<file path="src/rtl/prio_arbiter_rr_pkg.sv">
// Shared definitions for the registered round-robin / fixed-priority arbiter:
// arbitration mode encodings and the grant FSM state type.
package prio_pkg;

  // Arbitration mode as seen on the mode input.
  localparam logic MODE_FIXED = 1'b0;
  localparam logic MODE_RR    = 1'b1;

  // IDLE: nothing offered. OFFER: a registered grant is waiting for gnt_ready.
  typedef enum logic [0:0] {
    ST_IDLE  = 1'b0,
    ST_OFFER = 1'b1
  } state_t;

endpackage : prio_pkg

</file>
<file path="src/rtl/prio_arbiter_rr_pick.sv">
// Combinational circular-downward winner search.
// Starting at index `start`, the search visits start, start-1, ..., 0, then
// wraps to N-1, ..., start+1. The first requester found in that order wins.
module prio_pick #(
  parameter int N     = 8,
  parameter int IDX_W = $clog2(N)
) (
  input  logic [N-1:0]     req,
  input  logic [IDX_W-1:0] start,
  output logic             found,
  output logic [IDX_W-1:0] idx,
  output logic [N-1:0]     onehot
);

  // Walk the circular order once and latch onto the first set request bit.
  always_comb begin
    int pos;
    // NOTE: every output of a combinational block gets a default before any
    // conditional assignment; a path that leaves one unassigned infers a latch.
    found  = 1'b0;
    idx    = '0;
    onehot = '0;
    pos    = 0;
    for (int i = 0; i < N; i++) begin
      pos = int'(start) - i;
      if (pos < 0) begin
        pos = pos + N;
      end
      if (!found && req[pos]) begin
        found = 1'b1;
        idx   = IDX_W'(pos);
      end
    end
    if (found) begin
      onehot = N'(1) << idx;
    end
  end

endmodule : prio_pick

</file>
<file path="src/rtl/prio_arbiter_rr.sv">
// Registered N-way arbiter with fixed-priority (highest index wins) and
// round-robin modes. The winner is offered on a valid/ready handshake as a
// binary index plus a one-hot vector and is held stable until accepted.
// All grant outputs come straight from flops; req_none is the only
// combinational output.
module prio_arbiter_rr
  import prio_pkg::*;
#(
  parameter int N     = 8,
  parameter int IDX_W = $clog2(N)
) (
  input  logic             clk,
  input  logic             rst,
  input  logic [N-1:0]     req,
  input  logic             mode,
  output logic             gnt_valid,
  input  logic             gnt_ready,
  output logic [IDX_W-1:0] gnt_idx,
  output logic [N-1:0]     gnt_onehot,
  output logic             req_none
);

  // Highest requester index; the pointer's reset value and fixed-mode start.
  localparam logic [IDX_W-1:0] LAST_IDX = IDX_W'(N - 1);

  state_t           state;
  logic [IDX_W-1:0] ptr;
  logic             handshake;
  logic [IDX_W-1:0] ptr_post;
  logic [IDX_W-1:0] search_start;
  logic             pick_found;
  logic [IDX_W-1:0] pick_idx;
  logic [N-1:0]     pick_onehot;

  assign req_none = ~|req;

  // Pointer as it will be after this cycle's transfer, and the search start:
  // round-robin starts just below the last accepted winner, fixed mode always
  // starts at the top so the highest set index wins.
  always_comb begin
    handshake = (state == ST_OFFER) && gnt_ready;
    ptr_post  = ptr;
    if (handshake) begin
      ptr_post = (gnt_idx == '0) ? LAST_IDX : (gnt_idx - IDX_W'(1));
    end
    search_start = (mode == MODE_RR) ? ptr_post : LAST_IDX;
  end

  prio_pick #(
    .N     (N),
    .IDX_W (IDX_W)
  ) u_pick (
    .req    (req),
    .start  (search_start),
    .found  (pick_found),
    .idx    (pick_idx),
    .onehot (pick_onehot)
  );

  // Grant FSM: loads a winner from IDLE, holds it sticky in OFFER, and on a
  // transfer either reloads back-to-back or drops to IDLE.
  always_ff @(posedge clk) begin
    // NOTE: this block only holds a handful of control flops, so every one of
    // them is reset; there is no storage array here that would need to stay
    // unreset.
    if (rst) begin
      // NOTE: sequential state uses non-blocking assignment so every flop
      // samples the pre-edge values regardless of statement order.
      state      <= ST_IDLE;
      ptr        <= LAST_IDX;
      gnt_valid  <= 1'b0;
      gnt_idx    <= '0;
      gnt_onehot <= '0;
    end else begin
      case (state)
        ST_IDLE: begin
          if (pick_found) begin
            state      <= ST_OFFER;
            gnt_valid  <= 1'b1;
            gnt_idx    <= pick_idx;
            gnt_onehot <= pick_onehot;
          end
        end
        ST_OFFER: begin
          if (gnt_ready) begin
            ptr <= ptr_post;
            if (pick_found) begin
              gnt_idx    <= pick_idx;
              gnt_onehot <= pick_onehot;
            end else begin
              state      <= ST_IDLE;
              gnt_valid  <= 1'b0;
              gnt_onehot <= '0;
            end
          end
        end
        default: begin
          state      <= ST_IDLE;
          gnt_valid  <= 1'b0;
          gnt_onehot <= '0;
        end
      endcase
    end
  end

endmodule : prio_arbiter_rr

</file>
<file path="config.mk">
export PLATFORM = sky130hd
export DESIGN_NAME = prio_arbiter_rr
export DESIGN_NICKNAME = d
export VERILOG_FILES = /design/src/rtl/prio_arbiter_rr_pkg.sv /design/src/rtl/prio_arbiter_rr_pick.sv /design/src/rtl/prio_arbiter_rr.sv
export SDC_FILE = /design/constraint.sdc
export NUM_CORES = 1
export LEC_CHECK = 0
export CORE_ASPECT_RATIO = 1.75
export CORE_MARGIN = 1
export CORE_UTILIZATION = 45
export CTS_CLUSTER_DIAMETER = 120
export DETAILED_ROUTE_END_ITERATION = 10
export HOLD_SLACK_MARGIN = 0.08
export PLACE_DENSITY = 0.75
export SETUP_SLACK_MARGIN = 0.05
export SLEW_MARGIN = 40
export SYNTH_ARGS = -nofsm -noshare
export SYNTH_HDL_FRONTEND = slang
export SYNTH_SLANG_ARGS = --single-unit
</file>
<file path="constraint.sdc">
create_clock -name clk -period 10.8 [get_ports clk]
set_input_delay 1.08 -clock clk [delete_from_list [all_inputs] [get_ports clk]]
set_output_delay 1.08 -clock clk [all_outputs]
set_load 0.02 [all_outputs]
</file>
==> flow_metrics.env <==
export IMPL_status="completed"
export IMPL_dr_pass1_iters=4
export IMPL_die_area_um2=4383
export IMPL_crit_required_ns=10.95
export IMPL_avgSynthCellArea_um2=8.489
export IMPL_syn_instance_count=218
export IMPL_crit_type="in -> reg"
export IMPL_final_layout_size_suffix_gt1_share_pct=13.45
export IMPL_synth_seq_area_share_pct=17.31
export IMPL_finClkSkew_ns=0.001872
export IMPL_min_period_ns=5.190
export IMPL_num_vias=1801
export IMPL_post_cts_setup_buffer_count=0
export IMPL_layout_nets=255
export IMPL_syn_cell_area_um2=1851
export IMPL_rows=30
export IMPL_power_density_nw_per_um2=125.3
export IMPL_insertion_delay_ns=0.25
export IMPL_holdPathStages=2
export IMPL_finalCritPeriodShare_pct=48.06
export IMPL_setup_violations=0
export IMPL_start_util_pct=47.40
export IMPL_cp_start_kind="primary input"
export IMPL_synth_edf_count=0
export IMPL_worst_ep_arrival_time_ns=5.34
export IMPL_reg2regPathDepth=14
export IMPL_fillers=371
export IMPL_hold_viol_final=0
export IMPL_grt_overflow=0
export IMPL_tightest_slew_ns=0.7099
export IMPL_cts_tree="done"
export IMPL_htreeDepth=1
export IMPL_core_um2=3904
export IMPL_drc=0
export IMPL_grt_pass1_wl_um=8204
export IMPL_postRouteAntennaNets=0
export IMPL_slew_viol_final=0
export IMPL_layout_commonest_cell="clkdlybuf4s50_1"
export IMPL_worst_setup_path_end_kind="register"
export IMPL_die_x_um=50.48
export IMPL_maxCapViolCount=0
export IMPL_dpl_hpwl_um=3965
export IMPL_gp_congestion=0.9869
export IMPL_antenna_found_initial=0
export IMPL_peakVddDrop_v=0.0001035
export IMPL_fmax_mhz=192.7
export IMPL_synthArstFlopShare_pct=0
export IMPL_yosys_warnings=0
export IMPL_tns_ns=0
export IMPL_portBuffers=24
export IMPL_n_antenna_cell=0
export IMPL_cts_made_buffers=3
export IMPL_cts_buffer_depth=2
export IMPL_fp_dieH_um=86.83
export IMPL_yosysUniqueCellTypes=62
export IMPL_cts_resized=0
export IMPL_synth_net_count=234
export IMPL_first_global_vias=1850
export IMPL_p_leak_uw=0.0008416
export IMPL_holdBufCountCts=0
export IMPL_timing_hold_ws_ns=0.4550
export IMPL_clk_pin_slew_worst_paths_ns=0.06
export IMPL_finalWirelength_um=4949
export IMPL_grt_usage_pct=23.98
export IMPL_crit_fanout=20
export IMPL_io_pins=25
export IMPL_vias_per_cell=6.297
export IMPL_ys_flop_type="dfxtp_1"
export IMPL_grt_max_degree=21
export IMPL_dr_first_iter_drc_count=52
export IMPL_cts_sinks=16
export IMPL_syn_to_final_growth_pct=16.84
export IMPL_slew_limit_headroom_pct=52.67
export IMPL_rsz0062_at_grt="false"
export IMPL_min_path_type="reg -> reg"
export IMPL_wl_per_cell_um=17.30
export IMPL_clockRootBuffer="clkbuf_8"
export IMPL_synth_seq_cells=16
export IMPL_mostFrequentLayoutCells="clkdlybuf4s50_1 (24), mux2i_1 (23), dfxtp_1 (16)"
==> cell type report <==
type / instances / area (um^2) / share of cell area, %
Inverter: 16 / 60.06 / 2.778
Tap cell: 48 / 60.06 / 2.778
Sequential cell: 16 / 320.3 / 14.81
Multi-Input combinational cell: 178 / 1426 / 65.97
Clock buffer: 4 / 55.05 / 2.546
Timing Repair Buffer: 24 / 240.2 / 11.11
==> routing by layer <==
| metal | share of wire, % | GRT usage (%) | up-vias |
|---|---|---|---|
| met5 | 0 | 0 | - |
| met4 | 4.0 | 14.14 | 0 |
| met3 | 3.4 | 1.930 | 18 |
| met2 | 56 | 46.42 | 45 |
| met1 | 37 | 23.79 | 851 |
| li1 | - | - | 887 |
==> worst max-delay path, stage by stage <==
cell and delay (ns):
clkdlybuf4s50_1 0.62, nand4b_1 0.23, a21boi_4 0.54, inv_1 0.39
ha_1 0.34, xnor2_2 0.35, mux4_2 0.43, nor4_2 0.44
a41oi_1 0.27, nor2_1 0.45, nand2_1 0.10, o41ai_1 0.07
==> cell usage after synthesis (all sizes together) (3+ instances only) <==
master | number | area (um^2)
xnor2 | 4 | 61.32
nor2 | 14 | 55.06
or4 | 3 | 26.27
o311ai | 3 | 26.28
a32o | 4 | 40.04
a21oi | 14 | 77.58
ha | 4 | 50.05
clkbuf | 4 | 16.26
buf | 4 | 35.03
or2 | 3 | 18.77
mux2i | 23 | 230.2
o211ai | 7 | 57.55
o21a | 3 | 22.52
o21ai | 11 | 70.07
nand3 | 3 | 20.02
nand2 | 14 | 52.55
nand2b | 3 | 18.77
nand3b | 3 | 22.52
mux4 | 4 | 90.09
and2 | 4 | 25.02
mux2 | 6 | 67.56
nand4 | 3 | 18.77
a21o | 4 | 30.03
a22oi | 6 | 45.04
nor3 | 4 | 25.02
dfxtp | 16 | 320.3
a211oi | 4 | 30.03
inv | 16 | 60.05
==> path summary, 6_finish.rpt <==
path	startpoint	end	slack, ns
max	gnt_ready	gnt_onehot[0]	5.61
max reg2reg	gnt_idx[0]	gnt_onehot[0]	6.14
min	gnt_onehot[5]	gnt_onehot[5]	0.45
min reg2reg	gnt_onehot[5]	gnt_onehot[5]	0.45
==> per-stage QoR <==
| stage | utilization, % | instance area (um^2) | power, uW | std cells | worst slack, ns |
|---|---|---|---|---|---|
| floorplan | - | 1851 | 178.2 | 218 | 6.605 |
| global placement | 53.78 | 2100 | 217.6 | 282 | 5.131 |
| detailed placement | 53.97 | 2107 | 217.8 | 282 | 5.434 |
| CTS | 55.38 | 2162 | 270.9 | 286 | 5.660 |
| global route | 55.38 | 2162 | 286.7 | 286 | 5.226 |
| finish | 55.38 | 2162 | 270.9 | 286 | 5.610 |
==> registers in the layout, summed over array words and instances (netlist names) <==
name,cells
gnt_idx,3
gnt_onehot,8
gnt_valid,1
ptr,3
state,1
==> cells by family (layout without fill, tap and decap cells) <==
group                    count (synthesis)  in the layout  share of synthesized area, %
AND/OR/NAND/NOR                         62             62                         18.80
AO/OA/AOI/OAI                           73             73                         29.95
buffers and inverters                   24             44                         6.017
flip-flops                              16             16                         17.31
adder cells (fa/ha/maj)                  4              4                         2.705
XOR/XNOR                                 6              6                         4.260
multiplexers                            33             33                         20.96
==> where the power goes <==
part	total (uW)	internal, uW	leakage [uW]	switching, uW
logic	147	61.9	0.000681	85.6
registers	71.0	65.8	0.000131	5.27
clock network	52.3	32.3	0.0000288	20.0
total	271	160	0.000842	111
No activity file was read; power rests on OpenSTA's default activity.
